==> config.mk <==
export PLATFORM = sky130hd
export DESIGN_NAME = async_fifo_rd_ctrl
export DESIGN_NICKNAME = d
export VERILOG_FILES = /design/src/rtl/async_fifo_pkg.sv /design/src/rtl/fifo_out_skid.sv /design/src/rtl/async_fifo_rd_ctrl.sv
export SDC_FILE = /design/constraint.sdc
export NUM_CORES = 1
export LEC_CHECK = 0
export CAP_MARGIN = 20
export CORE_MARGIN = 1
export CORE_UTILIZATION = 45
export CTS_BUF_LIST = sky130_fd_sc_hd__clkbuf_4
export CTS_CLUSTER_SIZE = 25
export DETAILED_ROUTE_END_ITERATION = 8
export PLACE_DENSITY = 0.73
export SLEW_MARGIN = 30
export SYNTH_ARGS = -nofsm -noshare
export SYNTH_HDL_FRONTEND = slang
export SYNTH_SLANG_ARGS = --single-unit
==> constraint.sdc <==
create_clock -name rd_clk -period 6.4 [get_ports rd_clk]
set_input_delay 1.28 -clock rd_clk [delete_from_list [all_inputs] [get_ports rd_clk]]
set_output_delay 1.28 -clock rd_clk [all_outputs]
set_load 0.01 [all_outputs]
==> src/rtl/async_fifo_pkg.sv <==
// rtl/async_fifo_pkg.sv - shared async FIFO pointer helpers and output-buffer state type
package async_fifo_pkg;

   localparam int FN_W = 32;

   typedef enum logic [1:0] {
      OB_EMPTY = 2'd0,
      OB_ONE   = 2'd1,
      OB_TWO   = 2'd2
   } ob_state_t;

   // Operands are zero-extended to FN_W; callers size-cast the result back to pointer width.
   function automatic logic [FN_W-1:0] bin2gray(input logic [FN_W-1:0] b);
      return b ^ (b >> 1);
   endfunction

   function automatic logic [FN_W-1:0] gray2bin(input logic [FN_W-1:0] g);
      logic [FN_W-1:0] b;
      b = '0;
      for (int i = 0; i < FN_W; i++) begin
         b[i] = ^(g >> i);
      end
      return b;
   endfunction

endpackage

==> src/rtl/fifo_out_skid.sv <==
// rtl/fifo_out_skid.sv - 2-entry output buffer (head + skid) with valid/ready and capture port
module fifo_out_skid
   import async_fifo_pkg::*;
#(
   parameter int DATA_WIDTH = 8
) (
   input  logic                  i_clk,
   input  logic                  i_rst,
   input  logic                  i_cap_valid,
   input  logic [DATA_WIDTH-1:0] i_cap_data,
   input  logic                  i_ready,
   output logic [DATA_WIDTH-1:0] o_data,
   output logic                  o_valid,
   output logic [1:0]            o_ocnt,
   output logic [1:0]            o_ocnt_next
);

   ob_state_t             r_state;
   ob_state_t             w_state_nxt;
   logic [DATA_WIDTH-1:0] r_head;
   logic [DATA_WIDTH-1:0] r_skid;
   logic [DATA_WIDTH-1:0] w_head_nxt;
   logic [DATA_WIDTH-1:0] w_skid_nxt;
   logic                  w_pop;

   assign w_pop = (r_state != OB_EMPTY) && i_ready;

   always_ff @(posedge i_clk) begin
      if (i_rst) begin
         r_state <= OB_EMPTY;
         r_head  <= '0;
         r_skid  <= '0;
      end else begin
         r_state <= w_state_nxt;
         r_head  <= w_head_nxt;
         r_skid  <= w_skid_nxt;
      end
   end

   // The fetch decision upstream guarantees no capture arrives while full and not popping.
   always_comb begin
      w_state_nxt = r_state;
      w_head_nxt  = r_head;
      w_skid_nxt  = r_skid;
      case (r_state)
         OB_EMPTY: begin
            if (i_cap_valid) begin
               w_head_nxt  = i_cap_data;
               w_state_nxt = OB_ONE;
            end
         end
         OB_ONE: begin
            if (w_pop && i_cap_valid) begin
               w_head_nxt = i_cap_data;
            end else if (w_pop) begin
               w_state_nxt = OB_EMPTY;
            end else if (i_cap_valid) begin
               w_skid_nxt  = i_cap_data;
               w_state_nxt = OB_TWO;
            end
         end
         OB_TWO: begin
            if (w_pop) begin
               w_head_nxt = r_skid;
               if (i_cap_valid) begin
                  w_skid_nxt = i_cap_data;
               end else begin
                  w_state_nxt = OB_ONE;
               end
            end
         end
         default: w_state_nxt = OB_EMPTY;
      endcase
   end

   assign o_data      = r_head;
   assign o_valid     = (r_state != OB_EMPTY);
   assign o_ocnt      = r_state;
   assign o_ocnt_next = w_state_nxt;

endmodule

==> src/rtl/async_fifo_rd_ctrl.sv <==
// rtl/async_fifo_rd_ctrl.sv - async FIFO read-side controller: empty detect, RAM fetch, output buffer
module async_fifo_rd_ctrl
   import async_fifo_pkg::*;
#(
   parameter int DATA_WIDTH = 8,
   parameter int ADDR_WIDTH = 4
) (
   input  logic                  rd_clk,
   input  logic                  rd_rst,
   input  logic [ADDR_WIDTH:0]   wr_ptr_gray_sync,
   output logic                  ram_rd_en,
   output logic [ADDR_WIDTH-1:0] ram_rd_addr,
   input  logic [DATA_WIDTH-1:0] ram_rd_data,
   output logic [ADDR_WIDTH:0]   rd_ptr_gray,
   output logic [DATA_WIDTH-1:0] dout,
   output logic                  dout_valid,
   input  logic                  dout_ready,
   output logic                  empty,
   output logic [ADDR_WIDTH:0]   rd_level
);

   localparam int PW = ADDR_WIDTH + 1;

   logic [ADDR_WIDTH:0] r_rbin;
   logic [ADDR_WIDTH:0] r_rd_ptr_gray;
   logic [ADDR_WIDTH:0] r_rd_level;
   logic                r_f;
   logic [ADDR_WIDTH:0] w_wbin_s;
   logic [ADDR_WIDTH:0] w_rbin_nxt;
   logic [ADDR_WIDTH:0] w_level_nxt;
   logic                w_ptr_empty;
   logic                w_fetch;
   logic                w_pop;
   logic                w_dout_valid;
   logic [1:0]          w_ocnt;
   logic [1:0]          w_ocnt_nxt;
   logic [2:0]          w_occ;

   assign w_wbin_s    = PW'(gray2bin(32'(wr_ptr_gray_sync)));
   assign w_ptr_empty = (r_rbin == w_wbin_s);
   assign w_pop       = w_dout_valid & dout_ready;

   // Buffered plus in-flight words may never exceed the two buffer slots after this cycle's pop.
   assign w_occ   = {1'b0, w_ocnt} + {2'b0, r_f};
   assign w_fetch = !rd_rst && !w_ptr_empty && (w_occ < (3'd2 + {2'b0, w_pop}));

   assign w_rbin_nxt  = r_rbin + {{ADDR_WIDTH{1'b0}}, w_fetch};
   assign w_level_nxt = (w_wbin_s - w_rbin_nxt) + PW'(w_ocnt_nxt) + PW'(w_fetch);

   always_ff @(posedge rd_clk) begin
      if (rd_rst) begin
         r_rbin        <= '0;
         r_f           <= 1'b0;
         r_rd_ptr_gray <= '0;
         r_rd_level    <= '0;
      end else begin
         r_rbin        <= w_rbin_nxt;
         r_f           <= w_fetch;
         r_rd_ptr_gray <= PW'(bin2gray(32'(w_rbin_nxt)));
         r_rd_level    <= w_level_nxt;
      end
   end

   fifo_out_skid #(
      .DATA_WIDTH (DATA_WIDTH)
   ) u_out_skid (
      .i_clk       (rd_clk),
      .i_rst       (rd_rst),
      .i_cap_valid (r_f),
      .i_cap_data  (ram_rd_data),
      .i_ready     (dout_ready),
      .o_data      (dout),
      .o_valid     (w_dout_valid),
      .o_ocnt      (w_ocnt),
      .o_ocnt_next (w_ocnt_nxt)
   );

   assign ram_rd_en   = w_fetch;
   assign ram_rd_addr = r_rbin[ADDR_WIDTH-1:0];
   assign rd_ptr_gray = r_rd_ptr_gray;
   assign rd_level    = r_rd_level;
   assign dout_valid  = w_dout_valid;
   assign empty       = !w_dout_valid;

endmodule

# ---- Yosys cells after proc, flatten, opt, wreduce, memory -nomap -nowiden
# Index checks and enable logic that the tools add are counted.
dict set report word_totals {
  reg_bits 34
  input_bits 16
  elab_cells 58
  out_inout_bits 25
}
dict set report op_classes {
  n_bitwise 2
  add_sub_neg 6
  n_reduce_logical 18
  muxes 16
  n_lt_le_gt_ge 1
  eq_ne 8
}
# op n
set ops {}
lappend ops {{$reduce_xor 32->1} 5}
lappend ops {{$mux 8} 7}
lappend ops {{$pmux 8 s3} 1}
lappend ops {{$pmux 8 s2} 1}
lappend ops {{$mux 2} 6}
lappend ops {{$add 5x1->5} 2}
lappend ops {{$reduce_and 4->1} 2}
lappend ops {{$ne 2x2->1 const B} 3}
lappend ops {{$pmux 2 s3} 1}
lappend ops {{$add 5x2->5} 1}
lappend ops {{$eq 5x5->1} 1}
lappend ops {{$sub 5x5->5} 1}
lappend ops {{$xor 5x4->5} 1}
lappend ops {{$logic_and 1x1->1} 4}
lappend ops {{$ne 2x1->1 const B} 2}
lappend ops {{$reduce_bool 2->1} 2}
lappend ops {{$add 2x1->3} 1}
lappend ops {{$add 2x1->3 const A} 1}
lappend ops {{$logic_not 1->1} 3}
lappend ops {{$lt 3x3->1} 1}
lappend ops {{$reduce_bool 3->1} 1}
lappend ops {{$eq 2x1->1 const B} 1}
lappend ops {{$eq 2x2->1 const B} 1}
lappend ops {{$logic_not 2->1} 1}
lappend ops {{$and 1x1->1} 1}

# ---- Longest topological paths before layout
# Gate-level depths: netlist of the first run.
dict set report depth {
  ltp_word 9
  mapped_depth 15
  depth_no_buf 14
}

# ---- By module
# Synthesis of the first run repeated with hierarchy kept, for this count alone.
dict set report unflattened {
  cells_unflattened 184
  hier_area_um2 1814.2
}
# module cells_each area_each_um2 instances seq_area_each_um2
set by_module_without_submodules {}
lappend by_module_without_submodules {fifo_out_skid 92 912.1 1 360.3}
lappend by_module_without_submodules {async_fifo_rd_ctrl 92 902.1 1 300.3}

# ---- Worst setup path before layout of the first run
# OpenSTA, ideal clock, no wires.
dict set report synth_path {
  path_kind {input-to-reg}
  startpoint {input wr_ptr_gray_sync[4]}
  endpoint {register r_rd_level[4], in the netlist rd_level[4]}
  n_path_buf 0
  path_slack_ns 1.301
  cell_stages 13
  setup_ns 0.065
  arrival_time_ns 5.034
  t_required_ns 6.335
  cell_sequence {xor2_2 > xnor3_2 > mux2i_1 > a2111oi_1 > ha_1 > xor2_1 > xor2_1 > ha_1 > fa_1 > a21o_1 > a21oi_1 > xnor3_1 > nor2_1}
}
dict set report synth_between {
  elab_chain_cells 9
  elab_cells_between_ends 13
  classes_between {4 x add/sub; 1 x eq/ne; 8 x reduce/logical}
}
# element line_no
set synth_rtl {}
lappend synth_rtl {{from (decl)} async_fifo_rd_ctrl.sv:10} ;# input logic [ADDR_WIDTH:0] wr_ptr_gray_sync,
lappend synth_rtl {{$reduce_xor 32->1} async_fifo_pkg.sv:21} ;# b[i] = ^(g >> i);
lappend synth_rtl {{$eq 5x5->1 *} async_fifo_rd_ctrl.sv:40} ;# assign w_ptr_empty = (r_rbin == w_wbin_s);
lappend synth_rtl {{$logic_not 1->1 *} async_fifo_rd_ctrl.sv:45} ;# assign w_fetch = !rd_rst && !w_ptr_empty && (w_occ < (3'd2 + {2'b0, w_pop}));
lappend synth_rtl {{$logic_and 1x1->1 * (2 in a row)} async_fifo_rd_ctrl.sv:45}
lappend synth_rtl {{via ram_rd_en} async_fifo_rd_ctrl.sv:11} ;# output logic ram_rd_en,
lappend synth_rtl {{$add 5x1->5} async_fifo_rd_ctrl.sv:47} ;# assign w_rbin_nxt = r_rbin + {{ADDR_WIDTH{1'b0}}, w_fetch};
lappend synth_rtl {{$sub 5x5->5} async_fifo_rd_ctrl.sv:48} ;# assign w_level_nxt = (w_wbin_s - w_rbin_nxt) + PW'(w_ocnt_nxt) + PW'(w_fetch);
lappend synth_rtl {{$add 5x2->5} async_fifo_rd_ctrl.sv:48}
lappend synth_rtl {{$add 5x1->5 *} async_fifo_rd_ctrl.sv:48}
lappend synth_rtl {{to (signal assigned)} async_fifo_rd_ctrl.sv:60} ;# r_rd_level <= w_level_nxt;
lappend synth_rtl {{to (decl)} async_fifo_rd_ctrl.sv:26} ;# logic [ADDR_WIDTH:0] r_rd_level;
# The timed path passes the listed nets; every way through them passes the cells marked *.
# A chain may end at the register's enable or synchronous reset.

# ---- Worst setup path in the final report of the first run
dict set report layout_path {
  startpoint {input wr_ptr_gray_sync[4]}
  endpoint {register r_rd_level[4], in the netlist rd_level[4]}
}
dict set report layout_between {
  elab_chain_cells 9
  elab_cells_between_ends 13
  classes_between {4 x add/sub; 1 x eq/ne; 8 x reduce/logical}
}
# element line_no
set layout_rtl {}
lappend layout_rtl {{$reduce_xor 32->1} async_fifo_pkg.sv:21}
lappend layout_rtl {{$eq 5x5->1} async_fifo_rd_ctrl.sv:40}
lappend layout_rtl {{$logic_not 1->1} async_fifo_rd_ctrl.sv:45}
lappend layout_rtl {{$logic_and 1x1->1 (2 in a row)} async_fifo_rd_ctrl.sv:45}
lappend layout_rtl {{$add 5x1->5} async_fifo_rd_ctrl.sv:47}
lappend layout_rtl {{$sub 5x5->5} async_fifo_rd_ctrl.sv:48}
lappend layout_rtl {{$add 5x2->5} async_fifo_rd_ctrl.sv:48}
lappend layout_rtl {{$add 5x1->5 *} async_fifo_rd_ctrl.sv:48}
# Mark *: on every way between the ends. The rest lies on a longest branch, timed or not.

==> results of run 1 <==
## report_power, final
part	total [W]	internal, W	switching (W)
sequential	0.000256	0.000237	0.0000193
combinational	0.000268	0.000145	0.000123
clock	0.000153	0.0000855	0.0000679
## logic make-up after synthesis
| kind of cell | after synthesis |
|---|---|
| xor gates and xnor gates | 19 |
| AOI/OAI and AO/OA | 23 |
| and+or+nand+nor | 49 |
| buffers and inverters | 16 |
| DFF | 33 |
| muxes | 21 |
| adders and majority gates | 16 |
## state kept, by name (all words and copies together) (netlist names)
register and count:
u_out_skid.r_skid 8, u_out_skid.o_ocnt 2, r_rbin 4, rd_ptr_gray 5, r_f 1, rd_level 5, u_out_skid.o_data 8
## metal layers
layer / wire length (um) / vias to the layer above
met3: 168 / 11
li1: - / 680
met4: 70 / 0
met5: 0 / -
met1: 1610 / 660
met2: 1710 / 44
## worst max path at each step
stage                             start     endpoint  slack (ns)  cells after the start
global route        wr_ptr_gray_sync[3]  rd_level[4]        0.92                     14
floorplan           wr_ptr_gray_sync[4]  rd_level[4]        1.30                     13
CTS                 wr_ptr_gray_sync[4]  rd_level[4]        0.84                     14
finish              wr_ptr_gray_sync[4]  rd_level[4]        1.19                     14
detailed placement  wr_ptr_gray_sync[4]  rd_level[4]        0.48                     14
global placement    wr_ptr_gray_sync[4]  rd_level[4]        0.81                     14
## placed cells by master (no fill, tap or decap), drive strengths merged, types with 5 or more instances in the layout
cell type / count
ha: 14
xor2: 14
mux2i: 20
nor2b: 8
clkbuf: 6
inv: 7
dfxtp: 33
nand2: 5
nor2: 29
a211oi: 8
clkdlybuf4s50: 40
## through the flow
step | util (%) | instances | instance area, um2
after floorplan | - | 177 | 1770
after global placement | 59.2 | 257 | 2200
after detailed placement | 59.2 | 257 | 2200
after CTS | 61.3 | 265 | 2280
after global routing | 61.4 | 265 | 2280
final | 61.4 | 265 | 2280
## critical path: stages
cell and delay (ns):
clkdlybuf4s50_1 0.58, xor2_2 0.22, xnor3_2 0.34, mux2i_1 0.18, a2111oi_2 0.59, ha_1 0.28, xor2_1 0.43, xor2_1 0.20
ha_1 0.28, fa_1 0.46, a21o_1 0.17, a21oi_1 0.15, xnor3_1 0.23, nor2_1 0.08
## final cells by class
class	instances	area [um2]	area share, %
clock buffer	6	45.0	1.97
clock inverter	2	33.8	1.48
inverter	7	26.3	1.15
multi-input combinational	128	1050	46.0
sequential	33	661	28.9
tap	48	60.1	2.63
timing repair buffer	41	408	17.9
==> results.txt, run 1 <==
path depth of the worst reg2reg path: 13
post-synthesis adder-cell area fraction: 12.2%
Synth top area share: 37.3%
GP Congestion: 0.838
final slew viol count: 0
most frequent cells after synthesis: dfxtp_1, nor2_1, mux2i_1
Routed Antenna Nets: 0
largest family of logic cells by synthesized area: simple AND/OR/NAND/NOR gates
antenna violations before repair: 0
worst hold path depth: 2
Compound-Gate Fraction of Synth Area: 10.4%
# clock sinks: 33
Synth-to-Final Area Change: 29.0%
Worst VDD drop: 0.220 mV
Die H: 64.7 um
post-synthesis xor/xnor area fraction: 11.9%
Post-Synth Simple-Gate Area: 12.7%
CTS tree: built
Die X: 64.7 um
CP max FO: 5
post-CTS setup buffer count: 0
GR Util met2: 29.9%
total negative setup slack: 0 ns
num ports: 41
vias: 1395
detailed placer's ending HPWL: 2700 um
DR vias/cell: 5.26
startpoint type of the worst setup path: primary input
PD cells: 297 nW/um2
Worst Path Arrival: 5.49 ns
Num CTS Buffers: 5
Seq cells post-synth: 33
WP data required: 6.69 ns
First DRT Iteration DRCs: 84
Fmax: 192 MHz
unrepaired setup endpoints after global routing: no
Syn. warnings: 0
mux cell area share after synthesis: 11.9%
Worst R2R Start: r_f
hold_buf cts: 0
DR WL/cell: 13.4 um
Final setup viols: 0
dominant cells by area after synthesis: dfxtp_1, mux2i_1, ha_1
final hold viol count: 0
slew of the pin with the lowest slew margin: 0.632 ns
Cell Area, Synth: 1770 um2
Clock transition at path regs: 0.11 ns
hold endpoint: u_out_skid.o_data[5]
max-cap viol count: 0
r2r setup slk: 2.30 ns
Tot Pwr: 0.000678 W
met3 usage: 7.22%
Core Footprint: 3720 um2
Worst setup EP type: register
min cycle time layout: 5.21 ns
hold_ws: 0.507 ns
ANT cells: 0
Worst Skew: 0.0151 ns
Setup CP Type: in2reg
Final WS setup: 1.19 ns
area leader, netlist: dfxtp_1
first-pass GRT wire length: 6180 um
Global Route Usage Sum: 19.4%
First-pass DRT Iterations: 5
Post-synth ARST share: 0%
Routed WL: 3560 um
status: finished clean
global-route met1 utilization: 24.0%
vias in the first global route: 1394
fraction of layout cells with a size suffix above 1: 7.83%
Placement Rows: 22
P_leak: 1.05 nW
largest net degree at the start of global routing: 35
Port Buffers: 40
Max Root-Sink Buffers: 2
grt total ovfl: 0
pre-CTS WS: 0.475 ns
Seq/Total Area, Yosys: 37.3%
crit share post-route: 81.3%
Most used DFF post-synth: dfxtp_1
# resized after CTS: 0
die area: 4190 um2
Syn Nets: 209
Mapped Cells: 177
Synth Area per Inst: 10.0 um2
Distinct cells, synth: 33
htree depth: 2
Remaining DRCs: 0
number of synthesized flops with an enable pin: 0
headroom to the max-slew limit: 57.8%
Most Used Layer, Global Route: met2
Root Buffer Master: clkbuf_4
r2r endpoint: rd_level[4]
# nets final: 248
top-count cell post-synth: dfxtp_1
Hold WC Path Type: reg2reg
Initial Utilization: 47.6%
Clock Latency Late Sink: 0.34 ns
Fillers: 327
Worst Hold Launch: u_out_skid.o_data[5]
Power figures use the tool's default switching activity.
==> inputs of run 2 (changes only) <==
==> constraint.sdc (replaced) <==
create_clock -name rd_clk -period 5.22 [get_ports rd_clk]
set_input_delay 1.044 -clock rd_clk [delete_from_list [all_inputs] [get_ports rd_clk]]
set_output_delay 1.044 -clock rd_clk [all_outputs]
set_load 0.01 [all_outputs]
==> run 2 against run 1 <==
Compared with the run above:
- clock power shrank 15%
- critical path type unchanged
- combinational power grew 24%
- sequential cell count is the same
- largest power group unchanged
- clock-buffer cell count shrank 1
- power grew 15%
- sequential power grew 23%
- largest cell class unchanged
==> results.txt, run 2 (synthesis gave the netlist of run 1 again) <==
# clock sinks: 33
startpoint type of the worst setup path: primary input
Root Buffer Master: clkbuf_4
largest net degree at the start of global routing: 34
status: finished clean
Core Footprint: 3720 um2
Worst setup EP type: register
final hold viol count: 0
# nets final: 250
crit share post-route: 92.7%
post-CTS setup buffer count: 0
Hold WC Path Type: reg2reg
Placement Rows: 22
min cycle time layout: 4.84 ns
final slew viol count: 0
WP data required: 5.49 ns
antenna violations before repair: 0
num ports: 41
Num CTS Buffers: 5
commonest non-fill, non-tap cell in the layout: clkdlybuf4s50_1
hold_buf cts: 0
unrepaired setup endpoints after global routing: no
non-filler cells, final: 266
vias: 1370
Die H: 64.7 um
Routed Antenna Nets: 0
Tot Pwr: 0.000777 W
PD cells: 343 nW/um2
Routed WL: 3630 um
htree depth: 2
Remaining DRCs: 0
first-pass GRT wire length: 6250 um
Synth-to-Final Area Change: 27.8%
CTS tree: built
Worst VDD drop: 0.229 mV
First-pass DRT Iterations: 4
Clock Latency Late Sink: 0.32 ns
most used cells in the layout excluding fill and tap cells: clkdlybuf4s50_1, dfxtp_1, nor2_1
Initial Utilization: 47.6%
ANT cells: 0
slowest stage cell, crit path: clkdlybuf4s50_1
Max Root-Sink Buffers: 2
DR vias/cell: 5.15
First DRT Iteration DRCs: 53
Worst Skew: 0.0101 ns
CP max FO: 4
Final setup viols: 0
Fmax: 207 MHz
total negative setup slack: 0 ns
Global Route Usage Sum: 19.8%
headroom to the max-slew limit: 64.5%
die area: 4190 um2
slew of the pin with the lowest slew margin: 0.532 ns
pre-CTS WS: 0.0311 ns
post-layout utilization of the core: 60.9%
Worst Path Arrival: 5.11 ns
GP Congestion: 0.814
CP cell instances: clkdlybuf4s50_1 -> xor2_2 -> xnor3_2 -> mux2i_1 -> a2111oi_1 -> buf_4 -> ha_1 -> ha_1 -> inv_1 -> fa_1 -> fa_1 -> a21o_1 -> a21oi_1 -> xnor3_1 -> nor2_1
DR WL/cell: 13.6 um
fraction of layout cells with a size suffix above 1: 7.80%
Port Buffers: 40
Die X: 64.7 um
slowest stage delay, CP: 0.58 ns
placed insts: 259
Setup CP Type: in2reg
# resized after CTS: 0
max-cap viol count: 0
detailed placer's ending HPWL: 2740 um
grt total ovfl: 0
Final WS setup: 0.380 ns
P_leak: 1.04 nW
vias in the first global route: 1404
Clock transition at path regs: 0.10 ns
==> run 2: worst max-delay path: cells and delay by family <==
family	cells	cell delay [ns]
adders and majority gates	4	1.38
and+or+nand+nor	1	0.09
muxes	1	0.17
buffers and inverters	3	0.84
xor gates and xnor gates	3	0.82
AOI/OAI and AO/OA	3	0.76
==> run 2: metal layers <==
metal  global-route usage, %  share of wire [%]  vias up  wire length (um)
met4                    8.33                1.6        0                57
met1                    23.2                 45      646              1630
li1                        -                  -      682                 -
met2                    33.2                 49       33              1800
met5                       0                  0        -                 0
met3                    5.99                4.1        9               149
==> run 2: final cells by class <==
class	instances	area, um2
well taps	48	60.1
inverters	7	26.3
flip-flops and latches	33	661
multi-input cells	128	1040
fillers	348	1450
repair buffers	43	423
clock buffers	5	37.5
clock inverters	2	11.3
==> run 2: through the flow <==
step | hold WS (ns) | instance area (um2)
final | 0.503 | 2260
after global routing | 0.532 | 2260
after CTS | 0.508 | 2260
after detailed placement | 0.493 | 2210
after global placement | 0.475 | 2210
after floorplan | 0.463 | 1770
==> run 2: report_power, final <==
group	leakage, nW	total [W]	switching, W	internal (W)
combinational	0.744	0.000332	0.000151	0.000181
clock	0.0247	0.000130	0.0000816	0.0000484
sequential	0.271	0.000315	0.0000246	0.000291
==> run 2: final timing paths <==
| path | from | endpoint | slack (ns) | depth (start not counted) |
|---|---|---|---|---|
| worst max-delay path | wr_ptr_gray_sync[4] | rd_level[4] | 0.38 | 15 |
| worst min-delay path | u_out_skid.o_data[2] | u_out_skid.o_data[2] | 0.50 | 2 |
| worst max register to register | r_f | rd_level[4] | 1.24 | 14 |
| worst min register to register | u_out_skid.o_data[2] | u_out_skid.o_data[2] | 0.50 | 2 |
